<file path="src/rtl/gradient_inlet_pump_if.sv">
// rtl/gradient_inlet_pump_if.sv - command and status bundle for the gradient inlet pump
interface gradient_inlet_pump_if #(
    parameter int PER_W = 16,
    parameter int CNT_W = 16
);
    logic             start;
    logic             abort;
    logic             pause;
    logic             en_a;
    logic             en_b;
    logic [PER_W-1:0] period;
    logic [CNT_W-1:0] strokes;
    logic [2:0]       valves_a;
    logic [2:0]       valves_b;
    logic             busy;
    logic             done;
    logic             aborted;
    logic [CNT_W-1:0] stroke_cnt;

    modport master (
        output start, abort, pause, en_a, en_b, period, strokes,
        input  valves_a, valves_b, busy, done, aborted, stroke_cnt
    );

    modport slave (
        input  start, abort, pause, en_a, en_b, period, strokes,
        output valves_a, valves_b, busy, done, aborted, stroke_cnt
    );
endinterface

</file>
<file path="src/rtl/gradient_inlet_pump.sv">
// rtl/gradient_inlet_pump.sv - six-phase peristaltic valve sequencer for two phase-locked gradient inlets
module gradient_inlet_pump #(
    parameter int PER_W = 16,
    parameter int CNT_W = 16
) (
    input  logic                 clk,
    input  logic                 rst,
    gradient_inlet_pump_if.slave pump
);

    typedef enum logic [1:0] {
        S_IDLE,
        S_RUN,
        S_HOLD,
        S_DONE
    } state_t;

    localparam logic [2:0] VALVES_CLOSED = 3'b111;
    localparam logic [2:0] LAST_PHASE    = 3'd5;

    state_t           state, state_nxt;
    logic [PER_W-1:0] per_last, per_last_nxt;
    logic [PER_W-1:0] timer, timer_nxt;
    logic [2:0]       phase, phase_nxt;
    logic [CNT_W-1:0] strk, strk_nxt;
    logic [CNT_W-1:0] cnt, cnt_nxt;
    logic [CNT_W-1:0] cnt_inc;
    logic             en_a_q, en_a_nxt;
    logic             en_b_q, en_b_nxt;
    logic [2:0]       va_q, va_nxt;
    logic [2:0]       vb_q, vb_nxt;
    logic             busy_q, busy_nxt;
    logic             done_q, done_nxt;
    logic             abt_q, abt_nxt;
    logic             active_nxt;

    function automatic logic [2:0] phase_pattern(input logic [2:0] p);
        case (p)
            3'd0:    phase_pattern = 3'b101;
            3'd1:    phase_pattern = 3'b100;
            3'd2:    phase_pattern = 3'b110;
            3'd3:    phase_pattern = 3'b010;
            3'd4:    phase_pattern = 3'b011;
            3'd5:    phase_pattern = 3'b001;
            default: phase_pattern = VALVES_CLOSED;
        endcase
    endfunction

    assign cnt_inc = cnt + 1'b1;

    always_comb begin
        state_nxt    = state;
        per_last_nxt = per_last;
        timer_nxt    = timer;
        phase_nxt    = phase;
        strk_nxt     = strk;
        cnt_nxt      = cnt;
        en_a_nxt     = en_a_q;
        en_b_nxt     = en_b_q;
        done_nxt     = 1'b0;
        abt_nxt      = 1'b0;

        case (state)
            S_IDLE: begin
                if (pump.start && !pump.abort) begin
                    en_a_nxt     = pump.en_a;
                    en_b_nxt     = pump.en_b;
                    // Store period-1 so a zero period naturally behaves as one cycle.
                    per_last_nxt = (pump.period == '0) ? '0 : pump.period - 1'b1;
                    strk_nxt     = pump.strokes;
                    cnt_nxt      = '0;
                    timer_nxt    = '0;
                    phase_nxt    = '0;
                    if (pump.strokes == '0) begin
                        state_nxt = S_DONE;
                        done_nxt  = 1'b1;
                    end else begin
                        state_nxt = S_RUN;
                    end
                end
            end

            S_RUN, S_HOLD: begin
                if (pump.abort) begin
                    state_nxt = S_IDLE;
                    abt_nxt   = 1'b1;
                end else if (pump.pause) begin
                    state_nxt = S_HOLD;
                end else begin
                    // Leaving HOLD consumes a timer tick on the same edge, so a
                    // pause of N cycles stretches the phase by exactly N.
                    state_nxt = S_RUN;
                    if (timer == per_last) begin
                        timer_nxt = '0;
                        if (phase == LAST_PHASE) begin
                            phase_nxt = '0;
                            cnt_nxt   = cnt_inc;
                            if (cnt_inc == strk) begin
                                state_nxt = S_DONE;
                                done_nxt  = 1'b1;
                            end
                        end else begin
                            phase_nxt = phase + 3'd1;
                        end
                    end else begin
                        timer_nxt = timer + 1'b1;
                    end
                end
            end

            S_DONE: begin
                state_nxt = S_IDLE;
            end

            default: begin
                state_nxt = S_IDLE;
            end
        endcase

        active_nxt = (state_nxt == S_RUN) || (state_nxt == S_HOLD);
        busy_nxt   = active_nxt;
        va_nxt     = (active_nxt && en_a_nxt) ? phase_pattern(phase_nxt) : VALVES_CLOSED;
        vb_nxt     = (active_nxt && en_b_nxt) ? phase_pattern(phase_nxt) : VALVES_CLOSED;
    end

    always_ff @(posedge clk or posedge rst) begin
        if (rst) begin
            state    <= S_IDLE;
            per_last <= '0;
            timer    <= '0;
            phase    <= '0;
            strk     <= '0;
            cnt      <= '0;
            en_a_q   <= 1'b0;
            en_b_q   <= 1'b0;
            va_q     <= VALVES_CLOSED;
            vb_q     <= VALVES_CLOSED;
            busy_q   <= 1'b0;
            done_q   <= 1'b0;
            abt_q    <= 1'b0;
        end else begin
            state    <= state_nxt;
            per_last <= per_last_nxt;
            timer    <= timer_nxt;
            phase    <= phase_nxt;
            strk     <= strk_nxt;
            cnt      <= cnt_nxt;
            en_a_q   <= en_a_nxt;
            en_b_q   <= en_b_nxt;
            va_q     <= va_nxt;
            vb_q     <= vb_nxt;
            busy_q   <= busy_nxt;
            done_q   <= done_nxt;
            abt_q    <= abt_nxt;
        end
    end

    assign pump.valves_a   = va_q;
    assign pump.valves_b   = vb_q;
    assign pump.busy       = busy_q;
    assign pump.done       = done_q;
    assign pump.aborted    = abt_q;
    assign pump.stroke_cnt = cnt;

endmodule

</file>
<file path="src/flat_wrapper.sv">
// flat-port wrapper written by rule: the top's interface ports become plain ports
module gradient_inlet_pump_flat 
#(
    parameter int PER_W = 16,
    parameter int CNT_W = 16
)
  (clk, rst, pump_start, pump_abort, pump_pause, pump_en_a, pump_en_b, pump_period, pump_strokes, pump_valves_a, pump_valves_b, pump_busy, pump_done, pump_aborted, pump_stroke_cnt);
  gradient_inlet_pump_if #(.PER_W(PER_W), .CNT_W(CNT_W)) pump_i ();
  input  logic clk;
  input  logic rst;
  input wire logic [$bits(pump_i.start)-1:0] pump_start;
  input wire logic [$bits(pump_i.abort)-1:0] pump_abort;
  input wire logic [$bits(pump_i.pause)-1:0] pump_pause;
  input wire logic [$bits(pump_i.en_a)-1:0] pump_en_a;
  input wire logic [$bits(pump_i.en_b)-1:0] pump_en_b;
  input wire logic [$bits(pump_i.period)-1:0] pump_period;
  input wire logic [$bits(pump_i.strokes)-1:0] pump_strokes;
  output wire logic [$bits(pump_i.valves_a)-1:0] pump_valves_a;
  output wire logic [$bits(pump_i.valves_b)-1:0] pump_valves_b;
  output wire logic [$bits(pump_i.busy)-1:0] pump_busy;
  output wire logic [$bits(pump_i.done)-1:0] pump_done;
  output wire logic [$bits(pump_i.aborted)-1:0] pump_aborted;
  output wire logic [$bits(pump_i.stroke_cnt)-1:0] pump_stroke_cnt;
  assign pump_i.start = pump_start;
  assign pump_i.abort = pump_abort;
  assign pump_i.pause = pump_pause;
  assign pump_i.en_a = pump_en_a;
  assign pump_i.en_b = pump_en_b;
  assign pump_i.period = pump_period;
  assign pump_i.strokes = pump_strokes;
  assign pump_valves_a = pump_i.valves_a;
  assign pump_valves_b = pump_i.valves_b;
  assign pump_busy = pump_i.busy;
  assign pump_done = pump_i.done;
  assign pump_aborted = pump_i.aborted;
  assign pump_stroke_cnt = pump_i.stroke_cnt;
  gradient_inlet_pump #(.PER_W(PER_W), .CNT_W(CNT_W)) u_core (.clk(clk), .rst(rst), .pump(pump_i));
endmodule
</file>
<file path="config.mk">
export PLATFORM = sky130hd
export DESIGN_NAME = gradient_inlet_pump_flat
export DESIGN_NICKNAME = d
export VERILOG_FILES = /design/src/rtl/gradient_inlet_pump_if.sv /design/src/rtl/gradient_inlet_pump.sv /design/src/flat_wrapper.sv
export SDC_FILE = /design/constraint.sdc
export NUM_CORES = 1
export LEC_CHECK = 0
export BUFFER_PORTS_ARGS = -buffer_cell sky130_fd_sc_hd__buf_2
export CAP_MARGIN = 25
export CORE_AREA = 2 2 90 92
export DETAILED_ROUTE_END_ITERATION = 16
export DIE_AREA = 0 0 92 94
export PLACE_DENSITY_LB_ADDON = 0.3
export RECOVER_POWER = 100
export SLEW_MARGIN = 20
export SYNTH_ARGS = -nofsm -noshare
export SYNTH_HDL_FRONTEND = slang
export SYNTH_SLANG_ARGS = --single-unit
</file>
<file path="constraint.sdc">
create_clock -name clk -period 5.2 [get_ports clk]
set_input_delay 0 -clock clk [delete_from_list [all_inputs] [get_ports clk]]
set_output_delay 0 -clock clk [all_outputs]
set_load 0.02 [all_outputs]
</file>
=== Word-level counts from Yosys, hierarchy flattened ===
Index checks and enable logic that the tools add are counted.

* Logic and storage cells: 91
* Output and inout port bits: 25
* Bits in registers: 80
* Bits of input ports: 39

* Equal/unequal tests: 18
* Add/sub/neg operators: 4
* Mux-type cells: 42
* Reduce and logical (&&, ||, !) cells: 14

{| class="wikitable"
|+ Operators by type and width
! cell !! count
|-
| 2-to-1 mux 16 bit || 9
|-
| case mux 16 bit (2 select lines) || 2
|-
| adder 16 x 1 -> 16 bit, second input constant || 2
|-
| == test 16 bit || 2
|-
| zero test 16 bit || 2
|-
| 2-to-1 mux 3 bit || 7
|-
| case mux 3 bit (6 select lines) || 1
|-
| subtractor 16 x 1 -> 16 bit, second input constant || 1
|-
| 2-to-1 mux 2 bit || 7
|-
| 2-to-1 mux 1 bit || 13
|-
| == test 3 bit, second input constant || 3
|-
| == test 2 bit, second input constant || 3
|-
| == test 3 x 2 -> 1 bit, second input constant || 2
|-
| inequality test 2 x 1 -> 1 bit, second input constant || 3
|-
| case mux 2 bit (3 select lines) || 1
|-
| case mux 3 bit (2 select lines) || 1
|-
| AND reduction 6 bit || 1
|-
| == test 2 x 1 -> 1 bit, second input constant || 2
|-
| inequality test 2 bit, second input constant || 2
|-
| AND reduction 4 bit || 1
|-
| adder 3 x 1 -> 3 bit, second input constant || 1
|-
| == test 3 x 1 -> 1 bit, second input constant || 1
|-
| logical AND 1 bit || 3
|-
| zero test 3 bit || 1
|-
| other kinds (7) || 7
|}

=== Logic depth before layout (Yosys ltp) ===
* Depth after elaboration: 12
* Mapped depth: 10
* Gate-level depth less buffers: 9

=== Worst setup path before layout ===
No wires, ideal clock.

* Path type: reg2reg
* Start point: register u_core.cnt[7] (netlist: u_core.pump.stroke_cnt[7])
* End point: register u_core.va_q[0] (netlist: u_core.pump.valves_a[0])
* Period minus slack after synthesis: 2.629 ns
* Setup time: 0.065 ns
* Path slack: 2.571 ns
* Path buffers: 1
* Data arrival time: 2.564 ns
* Required time: 5.135 ns
* Stages on the path, launching flop included: 10
* Cells stage by stage: dfrtp_1 clkbuf_1 nand4_1 nor3_1 nand3_1 xnor2_1 or4_4 nor4_4 o211ai_4 nand3b_1

* Cells in the longest elaborated chain, start to end: 12
* Elaborated cells on any way between the ends: 13

{| class="wikitable"
|+ RTL lines
! what !! RTL line !! text
|-
| from (decl) || gradient_inlet_pump.sv:26 || <nowiki>logic [CNT_W-1:0] cnt, cnt_nxt;</nowiki>
|-
| from (signal assigned) || gradient_inlet_pump.sv:147 || <nowiki>cnt <= cnt_nxt;</nowiki>
|-
| adder 16 x 1 -> 16 bit (*) || gradient_inlet_pump.sv:49 || <nowiki>assign cnt_inc = cnt + 1'b1;</nowiki>
|-
| == test 16 bit (*) || gradient_inlet_pump.sv:98 || <nowiki>if (cnt_inc == strk) begin</nowiki>
|-
| 2-to-1 mux 2 bit (*) || gradient_inlet_pump.sv:98 ||
|-
| 2-to-1 mux 2 bit (*) || gradient_inlet_pump.sv:95 || <nowiki>if (phase == LAST_PHASE) begin</nowiki>
|-
| 2-to-1 mux 2 bit (*) || gradient_inlet_pump.sv:93 || <nowiki>if (timer == per_last) begin</nowiki>
|-
| 2-to-1 mux 2 bit (*) || gradient_inlet_pump.sv:87 || <nowiki>end else if (pump.pause) begin</nowiki>
|-
| 2-to-1 mux 2 bit (*) || gradient_inlet_pump.sv:84 || <nowiki>if (pump.abort) begin</nowiki>
|-
| case mux 2 bit (3 select lines) (*) || gradient_inlet_pump.sv:63 || <nowiki>case (state)</nowiki>
|-
| == test 2 x 1 -> 1 bit or == test 2 bit (tied branches) || gradient_inlet_pump.sv:120 || <nowiki>active_nxt = (state_nxt == S_RUN) || (state_nxt == S_HOLD);</nowiki>
|-
| logical OR 1 bit (*) || gradient_inlet_pump.sv:120 ||
|-
| named net u_core.active_nxt || gradient_inlet_pump.sv:35 || <nowiki>logic active_nxt;</nowiki>
|-
| logical AND 1 bit (*) || gradient_inlet_pump.sv:122 || <nowiki>va_nxt = (active_nxt && en_a_nxt) ? phase_pattern(phase_nxt) : VALVES_CLOSED;</nowiki>
|-
| 2-to-1 mux 3 bit (*) || gradient_inlet_pump.sv:122 ||
|-
| named net u_core.va_nxt[0] || gradient_inlet_pump.sv:30 || <nowiki>logic [2:0] va_q, va_nxt;</nowiki>
|-
| to (signal assigned) || gradient_inlet_pump.sv:150 || <nowiki>va_q <= va_nxt;</nowiki>
|-
| to (decl) || gradient_inlet_pump.sv:30 ||
|}

The timed path passes the listed nets; every way through them passes the cells marked *.
A chain may end at the register's enable or synchronous reset.

==> flow_summary.yaml <==
outcome:
  outcome: "complete, but fails checks"
  failed_checks: "max-capacitance violations, max-slew violations"
timing:
  rsz0062_at_grt: "false"
  fin_skew_ns: 0.0117
  fin_crit_ns: 3.86
  hold_violations: 0
  setup-tns-final_ns: 0
  setup_violations: 0
  fin_crit_sh_pct: 74.2
  worst_slack_ns: 1.34
  max_freq_mhz: 259
  tightest_slew_ns: 3.63
  slew_viol_final: 119
  slew_headroom_pct: -142
drt:
  drtIter0Drc: 239
  drc: 0
  post_drt_wl_per_cell_microns: 16.8
  vias_per_cell: 5.92
  drtPass1Iterations: 5
  routed-via-count: 4021
  drt_wl_total_microns: 11400
  ant_nets: 0
logic_synthesis:
  ys_warn_count: 0
  synth.largest_area_cell: "dfrtp_1"
  ys_seq_area_share_pct: 43.6
  synth-edff-count: 0
  ys_ff_latch: 80
  synth.top_cell.area_share_pct: 40.2
  synth_fp_nets: 528
  synth_commonest_cells: "dfrtp_1, nand2_1, xor2_1"
  avgSynthCellArea_sq_um: 9.52
  synthFlopType: "dfrtp_1"
  synthArstFlopShare_pct: 100
  synth.distinct_cells: 56
  synth_area_sq_mm: 0.00461
  synth.area.top_cells: "dfrtp_1, xor2_1, mux2_2, nand2_1, xnor2_1"
  netlist_instances: 484
  synth_most_common_cell: "dfrtp_1"
clocking:
  h-tree-depth: 3
  clock_sinks: 80
  cts_resized: 0
  clockRootBuffer: "clkbuf_8"
  cts_tree: "built"
  numCtsBuffers: 9
  cts_buffer_depth: 2
  clk_pin_slew_ns: 0.09
  clk_latency_ns: 0.37
place:
  port_buffers: 63
  dp_hpwl_microns: 7360
  place_ws_ns: 1.45
  gp_congestion: 0.923
worst_setup_path:
  worstPathRequired_ns: 4.85
  crit_slowest_cell: "clkdlybuf4s25_1"
  path_class: "primary input to asynchronous set/reset pin"
  worstSetupStartpointType: "primary input"
  rr_startpoint: "u_core.state[0]$_DFF_PP0_"
  startpoint: "rst"
  arrival_ns: 3.50
  max_stage_delay_ns: 2.75
  crit_path_end_kind: "asynchronous set/reset pin"
  path_max_fanout: 80
  path_cells: "dlygate4sd3_1 -> buf_2 -> inv_1 -> clkdlybuf4s25_1"
floorplanning:
  row_count: 32
  die-area_sq_mm: 0.00865
  die_h_microns: 94
  ioPinCount: 64
  core-area_sq_mm: 0.00761
  fp.dieW_microns: 92
  start_util_pct: 60.6
global_route:
  grt_antenna_before_repair: 0
  grt_pass1_vias: 3928
  grt_pass1_wl_microns: 18100
  grt.total_usage_pct: 27.0
  grt-ovfl-total: 0
  grt_max_degree: 81
power:
  peakVddDrop_uv: 192
  power_density_mw_per_mm2: 414
  power.leakage_nw: 2.41
min_path:
  worstHoldStart: "pump_period[8]"
  min_path_type: "primary input to flop"
cells_and_area:
  antenna_cells: 0
  layout.nets: 616
  nFillCells: 600
  synthToLayoutAreaGrowth_pct: 18.4
  drive_gt1_share_pct: 14.2
run:
  cap_viol_max_count: 2
layer usage:
layer  up-vias  GRT usage (%)  part of all wire, %
met2       140           47.4                   51
li1       1896              -                    -
met5         -              0                    0
met1      1948           31.7                   41
met3        37           3.85                  4.2
met4         0           15.7                  4.0
flip-flops by register name (all words and copies together) (netlist names):
name / cells
u_core.en_a_q: 1
u_core.en_b_q: 1
u_core.per_last: 16
u_core.phase: 3
u_core.pump.aborted: 1
u_core.pump.busy: 1
u_core.pump.done: 1
u_core.pump.stroke_cnt: 16
u_core.pump.valves_a: 3
u_core.pump.valves_b: 3
u_core.state: 2
u_core.strk: 16
u_core.timer: 16
where the power goes:
group	total, W	switching (W)	internal, W
sequential	0.000958	0.000156	0.000803
clock	0.000481	0.000244	0.000236
combinational	0.000819	0.000469	0.000350
total	0.00226	0.000869	0.00139
final cells by class:
class	instances	area, sq um	share of cell area [%]
Sequential cell	80	2010	36.8
Clock buffer	10	138	2.52
Timing Repair Buffer	98	622	11.4
Inverter	14	52.6	0.964
Multi-Input combinational cell	369	2440	44.7
Clock inverter	6	67.6	1.24
Tap cell	102	128	2.34
metrics by stage:
stage	utilization, %	hold WS, ns	power (W)	instances	instance area (sq um)
finish	71.7	0.00395	0.00226	679	5450
global route	71.7	0.0144	0.00240	679	5450
detailed placement	65.5	0.254	0.00177	631	4980
CTS	72.4	0.00713	0.00227	679	5510
floorplan	-	0.112	0.00156	484	4610
global placement	65.5	0.233	0.00173	631	4980
logic make-up after synthesis:
kind of cell,count (synthesis),share of synthesized area (%)
AND/OR/NAND/NOR,202,23.1
flip-flops,80,43.6
AO/OA/AOI/OAI,77,11.4
XOR/XNOR,61,11.6
buffers and inverters,35,3.15
multiplexers,24,5.76
adder cells (fa/ha/maj),5,1.36
placed cells by master (no fill, tap or decap), drive strengths merged, types with 7 or more instances in the layout:
cell type | netlist | final
dfrtp | 74 | 74
nand2 | 55 | 55
xor2 | 40 | 40
buf | 5 | 38
clkbuf | 16 | 37
nor2 | 35 | 35
o21ai | 32 | 32
dlygate4sd3 | 0 | 32
nand3 | 23 | 23
xnor2 | 21 | 21
mux2 | 20 | 20
nor4 | 15 | 15
inv | 14 | 15
nor3 | 15 | 15
a22o | 12 | 12
nand4 | 10 | 10
nand2b | 8 | 8
and3 | 7 | 7
worst max-delay path: cells and delay by family:
kind	cells	cell delay, ns
buf+inv	4	3.48
final timing paths:
kind | end | slack [ns] | cells after the start
setup / recovery | u_core.pump.aborted$_DFF_PP0_ | 1.34 | 4
hold / removal | u_core.per_last[8]$_DFFE_PP0P_ | 0.004 | 3
setup reg to reg | u_core.pump.stroke_cnt[6]$_DFFE_PP0P_ | 1.37 | 10
hold reg to reg | u_core.per_last[9]$_DFFE_PP0P_ | 0.50 | 1
max in group clk | u_core.pump.stroke_cnt[6]$_DFFE_PP0P_ | 1.37 | 10
min in group asynchronous | u_core.pump.done$_DFF_PP0_ | 1.83 | 4
what timing repair did:
action / in CTS / in global routing
setup buffers: 0 / 0
hold endpoints to repair: 100 / 0
hold buffers: 32 / 0
Power figures use the tool's default switching activity.
